===== src/rtl/fpu_bus_slave_pkg.sv =====
// Shared FPU definitions: operation codes, host register map, bus FSM states,
// status bit positions and the quiet-NaN pattern.
package pa_fpu;

  typedef enum logic [7:0] {
    OP_ADD  = 8'h01,
    OP_SUB  = 8'h02,
    OP_MUL  = 8'h03,
    OP_DIV  = 8'h04,
    OP_SQRT = 8'h05,
    OP_FTOI = 8'h06,
    OP_ITOF = 8'h07
  } e_fpu_operation;

  localparam int REG_OPA0   = 0;
  localparam int REG_OPB0   = 4;
  localparam int REG_CMD    = 8;
  localparam int REG_RES0   = 9;
  localparam int REG_STATUS = 13;

  typedef enum logic [1:0] {
    IDLE = 2'd0,
    RUN  = 2'd1,
    DONE = 2'd2,
    ACK  = 2'd3
  } e_bus_state;

  localparam int ST_BUSY    = 0;
  localparam int ST_CMD_END = 1;
  localparam int ST_OVERRUN = 2;
  localparam int ST_TIMEOUT = 3;

  localparam logic [31:0] QNAN = 32'h7FC00000;

endpackage


===== src/rtl/fpu_bus_slave_if.sv =====
// Host bus seen by the FPU register block: byte data, address, active-low
// strobes and the cmd_end/end_ack completion handshake.
interface fpu_bus_slave_if #(
  parameter int ADDR_W = 4
) ();
  logic [7:0]        databus_in;
  logic [7:0]        databus_out;
  logic [ADDR_W-1:0] addr;
  logic              cs;
  logic              rd;
  logic              wr;
  logic              end_ack;
  logic              cmd_end;
  logic              busy;

  modport slave (
    input  databus_in, addr, cs, rd, wr, end_ack,
    output databus_out, cmd_end, busy
  );

  modport master (
    output databus_in, addr, cs, rd, wr, end_ack,
    input  databus_out, cmd_end, busy
  );
endinterface


===== src/rtl/fpu_bus_slave_wr_strobe.sv =====
// Falling-edge detector for an active-low bus strobe: one-cycle pulse per
// low pulse while selected, however long the strobe is held.
module fpu_wr_strobe (
  input  logic clk,
  input  logic arst_n,
  input  logic cs,
  input  logic wr,
  output logic wr_stb
);
  logic wr_q;

  always_ff @(posedge clk or negedge arst_n) begin
    if (!arst_n) wr_q <= 1'b1;
    else         wr_q <= wr;
  end

  assign wr_stb = !cs && !wr && wr_q;
endmodule


===== src/rtl/fpu_bus_slave.sv =====
// Host register block and command sequencer of the FPU.
// Optional core watchdog enabled by defining FPU_TIMEOUT_EN.
module fpu_bus_slave
  import pa_fpu::*;
#(
  parameter int ADDR_W         = 4,
  parameter int TIMEOUT_CYCLES = 255
) (
  input  logic              clk,
  input  logic              arst_n,
  fpu_bus_slave_if.slave    bus,
  output logic [31:0]       op_a,
  output logic [31:0]       op_b,
  output logic [7:0]        operation,
  output logic              core_start,
  input  logic              core_done,
  input  logic [31:0]       core_result
);

  localparam logic [1:0] S_IDLE = 2'(IDLE);
  localparam logic [1:0] S_RUN  = 2'(RUN);
  localparam logic [1:0] S_DONE = 2'(DONE);
  localparam logic [1:0] S_ACK  = 2'(ACK);

  logic        wr_stb, rd_stb;
  logic        cmd_wr, op_wr, status_rd, expire, timeout_flag;
  logic [1:0]  state_q, state_d;
  logic [31:0] op_a_q, op_b_q, result_q;
  logic [7:0]  operation_q, status, rd_data;
  logic        core_start_q, overrun_q;

  fpu_wr_strobe u_wr_strobe (
    .clk    (clk),
    .arst_n (arst_n),
    .cs     (bus.cs),
    .wr     (bus.wr),
    .wr_stb (wr_stb)
  );

  // Same edge detector on rd: status flags clear only on the first read cycle.
  fpu_wr_strobe u_rd_strobe (
    .clk    (clk),
    .arst_n (arst_n),
    .cs     (bus.cs),
    .wr     (bus.rd),
    .wr_stb (rd_stb)
  );

  assign cmd_wr    = wr_stb && (bus.addr == ADDR_W'(REG_CMD));
  assign op_wr     = wr_stb && (state_q != S_RUN);
  assign status_rd = rd_stb && (bus.addr == ADDR_W'(REG_STATUS));

`ifdef FPU_TIMEOUT_EN
  localparam int TW = $clog2(TIMEOUT_CYCLES + 1);

  logic [TW-1:0] tmo_cnt_q;
  logic          timeout_q;

  assign expire       = (state_q == S_RUN) && (tmo_cnt_q == TW'(TIMEOUT_CYCLES));
  assign timeout_flag = timeout_q;

  always_ff @(posedge clk or negedge arst_n) begin
    if (!arst_n) begin
      tmo_cnt_q <= '0;
      timeout_q <= 1'b0;
    end else begin
      if (state_q != S_RUN) tmo_cnt_q <= '0;
      else if (!expire)     tmo_cnt_q <= tmo_cnt_q + 1'b1;
      // A real result arriving on the expiry cycle takes precedence.
      if (expire && !core_done) timeout_q <= 1'b1;
      else if (status_rd)       timeout_q <= 1'b0;
    end
  end
`else
  logic unused_tmo;
  assign unused_tmo   = (TIMEOUT_CYCLES > 0);
  assign expire       = 1'b0;
  assign timeout_flag = 1'b0;
`endif

  always_comb begin
    state_d = state_q;
    case (state_q)
      S_IDLE:  if (cmd_wr) state_d = S_RUN;
      S_RUN:   if (core_done || expire) state_d = S_DONE;
      S_DONE:  if (bus.end_ack) state_d = S_ACK;
      S_ACK:   if (!bus.end_ack) state_d = S_IDLE;
      default: state_d = S_IDLE;
    endcase
  end

  always_ff @(posedge clk or negedge arst_n) begin
    if (!arst_n) begin
      state_q      <= S_IDLE;
      op_a_q       <= '0;
      op_b_q       <= '0;
      operation_q  <= '0;
      result_q     <= '0;
      core_start_q <= 1'b0;
      overrun_q    <= 1'b0;
    end else begin
      state_q      <= state_d;
      core_start_q <= (state_q == S_IDLE) && cmd_wr;
      if ((state_q == S_IDLE) && cmd_wr) operation_q <= bus.databus_in;
      if (state_q == S_RUN) begin
        if (core_done)   result_q <= core_result;
        else if (expire) result_q <= QNAN;
      end
      // A new overrun in the clearing cycle survives the read.
      if (cmd_wr && (state_q != S_IDLE)) overrun_q <= 1'b1;
      else if (status_rd)                overrun_q <= 1'b0;
      for (int i = 0; i < 4; i++) begin
        if (op_wr && (bus.addr == ADDR_W'(REG_OPA0 + i))) op_a_q[8*i +: 8] <= bus.databus_in;
        if (op_wr && (bus.addr == ADDR_W'(REG_OPB0 + i))) op_b_q[8*i +: 8] <= bus.databus_in;
      end
    end
  end

  always_comb begin
    status              = '0;
    status[ST_BUSY]     = (state_q == S_RUN);
    status[ST_CMD_END]  = (state_q == S_DONE);
    status[ST_OVERRUN]  = overrun_q;
    status[ST_TIMEOUT]  = timeout_flag;
  end

  always_comb begin
    rd_data = 8'h00;
    case (bus.addr)
      ADDR_W'(REG_RES0):     rd_data = result_q[7:0];
      ADDR_W'(REG_RES0 + 1): rd_data = result_q[15:8];
      ADDR_W'(REG_RES0 + 2): rd_data = result_q[23:16];
      ADDR_W'(REG_RES0 + 3): rd_data = result_q[31:24];
      ADDR_W'(REG_STATUS):   rd_data = status;
      default:               rd_data = 8'h00;
    endcase
  end

  assign bus.databus_out = (!bus.cs && !bus.rd) ? rd_data : 8'h00;
  assign bus.busy        = (state_q == S_RUN);
  assign bus.cmd_end     = (state_q == S_DONE);
  assign op_a            = op_a_q;
  assign op_b            = op_b_q;
  assign operation       = operation_q;
  assign core_start      = core_start_q;

endmodule


===== src/flat_wrapper.sv =====
// flat-port wrapper written by rule: the top's interface ports become plain ports
module fpu_bus_slave_flat import pa_fpu::*;
#(
  parameter int ADDR_W         = 4,
  parameter int TIMEOUT_CYCLES = 255
)
  (clk, arst_n, op_a, op_b, operation, core_start, core_done, core_result, bus_databus_in, bus_addr, bus_cs, bus_rd, bus_wr, bus_end_ack, bus_databus_out, bus_cmd_end, bus_busy);
  fpu_bus_slave_if #(.ADDR_W(ADDR_W)) bus_i ();
  input  logic clk;
  input  logic arst_n;
  output logic [31:0] op_a;
  output logic [31:0] op_b;
  output logic [7:0] operation;
  output logic core_start;
  input  logic core_done;
  input  logic [31:0] core_result;
  input wire logic [$bits(bus_i.databus_in)-1:0] bus_databus_in;
  input wire logic [$bits(bus_i.addr)-1:0] bus_addr;
  input wire logic [$bits(bus_i.cs)-1:0] bus_cs;
  input wire logic [$bits(bus_i.rd)-1:0] bus_rd;
  input wire logic [$bits(bus_i.wr)-1:0] bus_wr;
  input wire logic [$bits(bus_i.end_ack)-1:0] bus_end_ack;
  output wire logic [$bits(bus_i.databus_out)-1:0] bus_databus_out;
  output wire logic [$bits(bus_i.cmd_end)-1:0] bus_cmd_end;
  output wire logic [$bits(bus_i.busy)-1:0] bus_busy;
  assign bus_i.databus_in = bus_databus_in;
  assign bus_i.addr = bus_addr;
  assign bus_i.cs = bus_cs;
  assign bus_i.rd = bus_rd;
  assign bus_i.wr = bus_wr;
  assign bus_i.end_ack = bus_end_ack;
  assign bus_databus_out = bus_i.databus_out;
  assign bus_cmd_end = bus_i.cmd_end;
  assign bus_busy = bus_i.busy;
  fpu_bus_slave #(.ADDR_W(ADDR_W), .TIMEOUT_CYCLES(TIMEOUT_CYCLES)) u_core (.clk(clk), .arst_n(arst_n), .bus(bus_i), .op_a(op_a), .op_b(op_b), .operation(operation), .core_start(core_start), .core_done(core_done), .core_result(core_result));
endmodule

===== config.mk =====
export PLATFORM = sky130hd
export DESIGN_NAME = fpu_bus_slave_flat
export DESIGN_NICKNAME = d
export VERILOG_FILES = /design/src/rtl/fpu_bus_slave_pkg.sv /design/src/rtl/fpu_bus_slave_if.sv /design/src/rtl/fpu_bus_slave_wr_strobe.sv /design/src/rtl/fpu_bus_slave.sv /design/src/flat_wrapper.sv
export SDC_FILE = /design/constraint.sdc
export NUM_CORES = 1
export LEC_CHECK = 0
export BUFFER_PORTS_ARGS = -buffer_cell sky130_fd_sc_hd__buf_2
export CAP_MARGIN = 20
export CORE_UTILIZATION = 45
export DETAILED_ROUTE_END_ITERATION = 8
export PLACE_DENSITY_LB_ADDON = 0.3
export SLEW_MARGIN = 30
export SYNTH_ARGS = -nofsm -noshare
export SYNTH_HDL_FRONTEND = slang
export SYNTH_SLANG_ARGS = --single-unit

===== constraint.sdc =====
create_clock -name clk -period 6.78 [get_ports clk]
set_input_delay 0.678 -clock clk [delete_from_list [all_inputs] [get_ports clk]]
set_output_delay 0.678 -clock clk [all_outputs]
set_load 0.03 [all_outputs]

==> results of run 1 <==
[placed cells by master, fill, tap and decap left out, drive strengths merged, types with 4 or more instances in the layout]
cell type    n
clkbuf      10
nor2        13
mux2       106
o22a         4
dfrtp      108
nor2b        6
a22oi        6
mux2i        6
buf        135
inv         10
nand2        6
ha           4
[worst register-to-register path, cell delays in order (launching register included)]
cell     delay [ns]
dfstp_2        0.52
or3b_4         0.39
or4_1          0.58
nor3b_4        0.50
mux2_2         0.39
[registers in the layout, summed over array words and instances (netlist names)]
signal                   flops
u_core.core_start            1
u_core.overrun_q             1
u_core.state_q               2
u_core.op_b                 32
u_core.u_rd_strobe.wr_q      1
u_core.u_wr_strobe.wr_q      1
u_core.operation             8
u_core.result_q             32
u_core.op_a                 32
[metal layers]
metal / global-route usage / vias to the layer above / part of all wire / routed length, um
met5: 0 / - / 0 / 0
met4: 0.04767 / 0 / 0.012 / 121
met3: 0.06034 / 10 / 0.071 / 697
met2: 0.3379 / 106 / 0.49 / 4869
met1: 0.2333 / 1483 / 0.42 / 4175
li1: - / 1380 / - / -
[cells in the mapped netlist (3+ instances only)]
master      n
a22o_1      3
o22a_1      4
a221oi_1    3
a22oi_1     6
ha_1        4
inv_1       6
clkbuf_1    3
mux2i_1     6
nor2b_1     6
dfrtp_1   108
mux2_2    104
buf_1       5
nand3_1     3
nand2_1     6
nor2_1     12
[layout make-up]
class                           count  area (um2)  share of cell area
Clock buffer                       10       127.6             0.02291
Clock inverter                      6       62.56             0.01123
Inverter                            6       22.52            0.004043
Multi-Input combinational cell    180        1749              0.3140
Sequential cell                   110        2755              0.4946
Tap cell                          133       166.4             0.02987
Timing Repair Buffer              135       686.9              0.1233
[where the power goes]
group          switching, mW  leakage [nW]  internal (mW)
clock                  0.230        0.0965          0.144
combinational          0.347          1.39          0.269
sequential             0.101          1.42          0.839
[cells by family after synthesis]
logic type / count (synthesis)
flip-flops: 110
multiplexers: 112
adder cells (fa/ha/maj): 4
AND/OR/NAND/NOR: 41
AO/OA/AOI/OAI: 23
buffers and inverters: 16
[worst max path at each step]
stage	cells past startpoint	slack [ns]	end
2_1_floorplan	6	3.77	bus_databus_out[2]
3_3_place_gp	5	3.97	bus_databus_out[1]
3_5_place_dp	5	3.87	bus_databus_out[2]
4_1_cts	5	3.86	bus_databus_out[2]
5_1_grt	5	3.71	bus_databus_out[2]
6_report	5	3.86	bus_databus_out[2]
==> results by group, run 1 <==
Outcome
  • Status: finished clean

Logic synthesis
  • Mean Syn Cell Area: 14.92 um2
  • Top cells by area, synth: dfrtp_1 (59%), mux2_2 (26%), mux2i_1 (1.3%)
  • Mux share of post-synthesis cell area: 0.2745
  • XOR/XNOR Fraction of Synth Area: 0
  • Syn Nets: 361
  • Ys Warns: 0
  • Post-synthesis adder-cell area fraction: 0.01096
  • Yosys top cell by area: dfrtp_1
  • Synth top area share: 0.5918
  • Largest family of logic cells by synthesized area: multiplexers
  • Post-synth EDFFs: 0
  • FF+latch count, synth: 110
  • Unique cell type count in the Yosys netlist: 36
  • Cell Area, Synth: 4567 um2
  • Compound-Gate Fraction of Synth Area: 0.03973
  • Simple-gate share of the synthesized area: 0.05781
  • Ys async rst share: 1.000
  • Leading register cell type out of synthesis: dfrtp_1
  • Gate Count Post-Synth: 306
  • Post-synthesis sequential area ratio: 0.6033

Placement
  • Placement Setup Slack: just under 4 ns
  • Gpl congestion: 0.8001
  • Placed cells: 564
  • Port Buffers: about 130
  • Post-DP Area: around 5400 um2
  • DP Wirelength: a little over 7000 um

Route
  • DRC: 0
  • Drt total wl: 9863 um
  • Mean routed wirelength per cell: around 17 um
  • Via/cell ratio: roughly 5
  • Initial DRC Count: 52
  • DRT Pass-1 Iters: 4
  • Via count: 2979
  • DRT antenna net count: 0

Pwr
  • Leak pwr: 2.912 nW
  • Pwr Total: 1.930 mW
  • Max VDD drop: between 0.15 and 0.2 mV
  • Power Density: about 350 nW/um2

Final layout
  • Layout cells sized above 1: 0.5861
  • Area growth syn-to-layout: 21.97%
  • Fin cells: a little under 600
  • Final nets: 497
  • Cell area after layout: approximately 5600 um2
  • Fill cells: 852
  • Antenna Cells: 0
  • Util after Layout: 0.5673

STA
  • TNS Setup: 0 ns
  • Unrepaired setup endpoints after global routing: no
  • Setup violations, final: 0
  • Fmax: 0.3422 GHz
  • Setup WS post-layout: 3.858 ns
  • Final Hold Viols: 0
  • Fin crit share: 0.4310
  • Period minus WS final: ~2.9 ns
  • Slew Limit Fails: 0
  • Measured slew at the worst slew-check pin: between 0.7 and 0.8 ns
  • Setup Skew: 0.008934 ns
  • Hold Slack: 0.1983 ns
  • Max-slew headroom at the worst pin: 0.4929

CTS
  • Worst-case clock buffer depth: 2
  • Setup bufs post-CTS: 0
  • CTS buffer count: 9
  • Clock-pin slew on the worst setup and hold paths: approximately 0.11 ns
  • Clock Sinks: 110
  • CTS resizes: 0
  • CTS tree: built
  • # H-tree levels: 3
  • Root Buffer: clkbuf_8
  • Hold buffer count at cts: 0
  • Clk Latency, worst-skew pair: 0.37 ns

Floorplan
  • # IOs: 134
  • Die Span X: 102.7 um
  • Die area: 10560 um2
  • Core Rows: 36
  • Core Area: 9819 um2
  • Starting Density: 0.4651
  • Die Ht: just over 100 um

Worst setup path
  • Crit end category: primary output
  • Crit path top cell by count: buf_2
  • Reg2reg path depth: 4
  • Worst setup path class: input port to primary output
  • Critical path cell sequence: buf_2, nor2b_1, o211ai_1, a21oi_1, buf_2
  • Critical R2R Capture: u_core.op_a[15]
  • CP Data Required Time: around 6.1 ns
  • Critical R2R Launch: u_core.u_wr_strobe.wr_q
  • Worst setup path startpoint: bus_addr[1]
  • R2R Setup Slk: 4.29 ns
  • Delay-heaviest family, CP: compound AO/OA/AOI/OAI gates
  • Startpoint Class: input port
  • Crit Path Max Fanout: 18
  • Largest stage delay, worst path: roughly 0.44 ns
  • Worst path slowest cell: nor2b_1
  • CP bufs+invs: 2
  • CP arrival: 2.24 ns

Worst hold path
  • HP Class: input port to async pin

Global routing
  • GRT Total Usage: 0.1935
  • Grt total ovfl: 0
  • Vias in the first global route: between 2000 and 3000
  • First-pass GRT wire length: 15140 um
  • Initial antenna violation count: 0
  • Largest net degree at the start of global routing: 87

Job
  • Max-cap viol count: 0
No activity file was read; power rests on OpenSTA's default activity.
==> run 2, diff against run 1 <==
--- a/config.mk
+++ b/config.mk
@@ -5,6 +5,7 @@
 export SDC_FILE = /design/constraint.sdc
 export NUM_CORES = 1
 export LEC_CHECK = 0
+export ABC_AREA = 1
 export BUFFER_PORTS_ARGS = -buffer_cell sky130_fd_sc_hd__buf_2
 export CAP_MARGIN = 20
 export CORE_UTILIZATION = 45
==> constraint.sdc (replaced) <==
create_clock -name clk -period 2.9 [get_ports clk]
set_input_delay 0.29 -clock clk [delete_from_list [all_inputs] [get_ports clk]]
set_output_delay 0.29 -clock clk [all_outputs]
set_load 0.03 [all_outputs]
==> run 2 against run 1 <==
Sequential cell count unchanged. Critical path depth rose by 2. Area after synthesis rose by 2.2%. Highest routed layer unchanged. Non-clock buffer count increased by 1. Count of clock-buffer cells in the layout is 1 lower. Sequential power increased by 130%. Register-to-register slack got worse by 3.2 ns. Global-route usage grew 3.0 points. Worst hold slack worse by 0.17 ns.
==> results by group, run 2 <==
STA
  • Setup violations, final: 0
  • Unrepaired setup endpoints after global routing: no
  • Fmax: around 0.48 GHz
  • Final Hold Viols: 0
  • Setup Skew: 0.005150 ns
  • Max-slew headroom at the worst pin: 0.5370
  • TNS Setup: 0 ns
  • Slew Limit Fails: 0
  • Measured slew at the worst slew-check pin: 0.6946 ns
  • Period minus WS final: 2.079 ns
  • Fin crit share: 0.7170

Global routing
  • Largest net degree at the start of global routing: between 50 and 60
  • Vias in the first global route: approximately 3700
  • Initial antenna violation count: 0
  • GRT Total Usage: 0.2239
  • First-pass GRT wire length: 18990 um
  • Grt total ovfl: 0

Job
  • Max-cap viol count: 0

Logic synthesis
  • FF+latch count, synth: 110
  • Unique cell type count in the Yosys netlist: 28
  • Ys Warns: 0
  • Mean Syn Cell Area: about 9.6 um2
  • Yosys top cell by area: dfrtp_1
  • Ys async rst share: 1.000
  • Top-count cell post-synth: nand2_1
  • Syn Nets: 539
  • Gate Count Post-Synth: ~480
  • Post-synth EDFFs: 0
  • Post-synthesis sequential area ratio: 0.5902
  • Most frequent cells after synthesis: nand2_1 (165), dfrtp_1 (108), o21ai_0 (54), mux2_2 (32), nor2_1 (25)
  • Leading register cell type out of synthesis: dfrtp_1
  • Top cells by area, synth: dfrtp_1 (58%), nand2_1 (13%), mux2_2 (7.7%)
  • Cell Area, Synth: roughly 4700 um2
  • Synth top area share: 0.5789

Worst setup path
  • Worst setup path class: flip-flop to primary output
  • Critical R2R Launch: u_core.state_q[1]
  • CP arrival: 1.79 ns
  • Critical R2R Capture: u_core.result_q[26]
  • R2R Setup Slk: 1.10 ns
  • Reg2reg path depth: 5
  • CP Data Required Time: around 2.6 ns
  • Crit Path Max Fanout: 5
  • Startpoint Class: flip-flop
  • Crit end category: primary output

Final layout
  • Antenna Cells: 0
  • Layout cells sized above 1: 0.3248
  • Final nets: 672
  • Commonest cells after routing, fill and taps aside: nand2_1 (165), buf_2 (132), dfrtp_1 (108), o21ai_0 (54), mux2_2 (32)
  • Util after Layout: 0.5729
  • Commonest non-fill, non-tap cell in the layout: nand2_1
  • Area growth syn-to-layout: 21.60%

CTS
  • CTS buffer count: 9
  • Setup bufs post-CTS: 0
  • CTS resizes: 0
  • Clock-pin slew on the worst setup and hold paths: 0.11 ns
  • CTS tree: built
  • Worst-case clock buffer depth: 2
  • Clk Latency, worst-skew pair: 0.36 ns
  • # H-tree levels: 3
  • Root Buffer: clkbuf_8
  • Hold buffer count at cts: 1
  • Clock Sinks: 110

Worst hold path
  • Hold Path Depth: 1
  • HP Start: bus_rd
  • HP Class: input port to flip-flop
  • Worst Hold Path EP: u_core.u_rd_strobe.wr_q

Route
  • DRT antenna net count: 0
  • DRC: 0
  • Via count: 3806
  • Via/cell ratio: slightly above 5
  • DRT Pass-1 Iters: 5
  • Initial DRC Count: about 190
  • Drt total wl: 11580 um
  • Mean routed wirelength per cell: 15.34 um

Floorplan
  • Die Span X: 103.9 um
  • Die Ht: 103.9 um
  • # IOs: 134
  • Die area: between 10000 and 15000 um2
  • Core Area: between 9000 and 10000 um2
  • Starting Density: 0.4711
  • Core Rows: 36

Placement
  • DP Wirelength: about 8500 um
  • Gpl congestion: just over 0.9
  • Port Buffers: 133

Pwr
  • Leak pwr: 3.104 nW
  • Power Density: 812.2 nW/um2
  • Max VDD drop: 0.4197 mV

Outcome
  • Status: finished clean
[run 2: cell count changes in the layout (fill, tap and decap cells not counted), sizes merged, moves of 4 or more]
cell   delta
nand3    +20
mux2     -74
o22a      -4
nor2b     -6
inv      +16
a22oi     -6
mux2i     -6
o21ai    +72
nand2   +160
nor2     +21
[run 2: area by class of cell]
class,count,area (um2)
Clock inverter,7,86.33
Inverter,23,88.84
Fill cell,927,4233
Timing Repair Buffer,136,705.7
Multi-Input combinational cell,337,1750
Sequential cell,110,2755
Clock buffer,9,123.9
Tap cell,133,166.4
[run 2: kinds of logic after synthesis]
logic type	count (synthesis)	share of synthesized area
AOI/OAI and AO/OA	76	0.08175
adders and majority gates	4	0.01072
buffers and inverters	37	0.03484
DFF	110	0.5902
muxes	32	0.07719
and+or+nand+nor	225	0.2053
[run 2: per-layer routing]
layer	up-vias	GRT usage	share of wire
li1	1841	-	-
met1	1827	0.3119	0.46
met2	120	0.3433	0.46
met3	18	0.06579	0.065
met4	0	0.05918	0.018
met5	-	0	0
[run 2: worst max-delay path by stage]
stage	start	to	slack, ns
after global routing	u_core.state_q[1]	bus_databus_out[0]	0.69
after detailed placement	bus_addr[3]	bus_databus_out[2]	0.99
after CTS	u_core.state_q[1]	bus_databus_out[0]	0.81
after floorplan	u_core.state_q[1]	bus_databus_out[0]	1.05
after global placement	bus_addr[3]	bus_databus_out[1]	1.08
final	u_core.state_q[1]	bus_databus_out[0]	0.82
[run 2: metrics by stage]
stage               std cells  hold WS [ns]  worst slack (ns)  area [um2]  total power [mW]
CTS                       755      0.005991            0.8095        5677             4.657
global route              755     0.0001617            0.6922        5677             4.872
detailed placement        738        0.3845            0.9924        5456             3.684
global placement          738        0.3844             1.078        5456             3.622
finish                    755       0.02576            0.8207        5677             4.611
floorplan                 484     -0.005591             1.051        4668             3.193
[run 2: critical path, cell delays in order, from the launching register on]
cell and delay (ns):
dfrtp_1 0.43, inv_1 0.09, ha_1 0.37, nand2_1 0.10, nand2_1 0.08, nor2_1 0.04
nor2_1 0.10, buf_2 0.21
[run 2: power by group]
group	internal (mW)	leakage [nW]	switching (mW)
clock	0.420	0.104	0.544
combinational	0.525	1.58	0.920
sequential	1.96	1.42	0.243
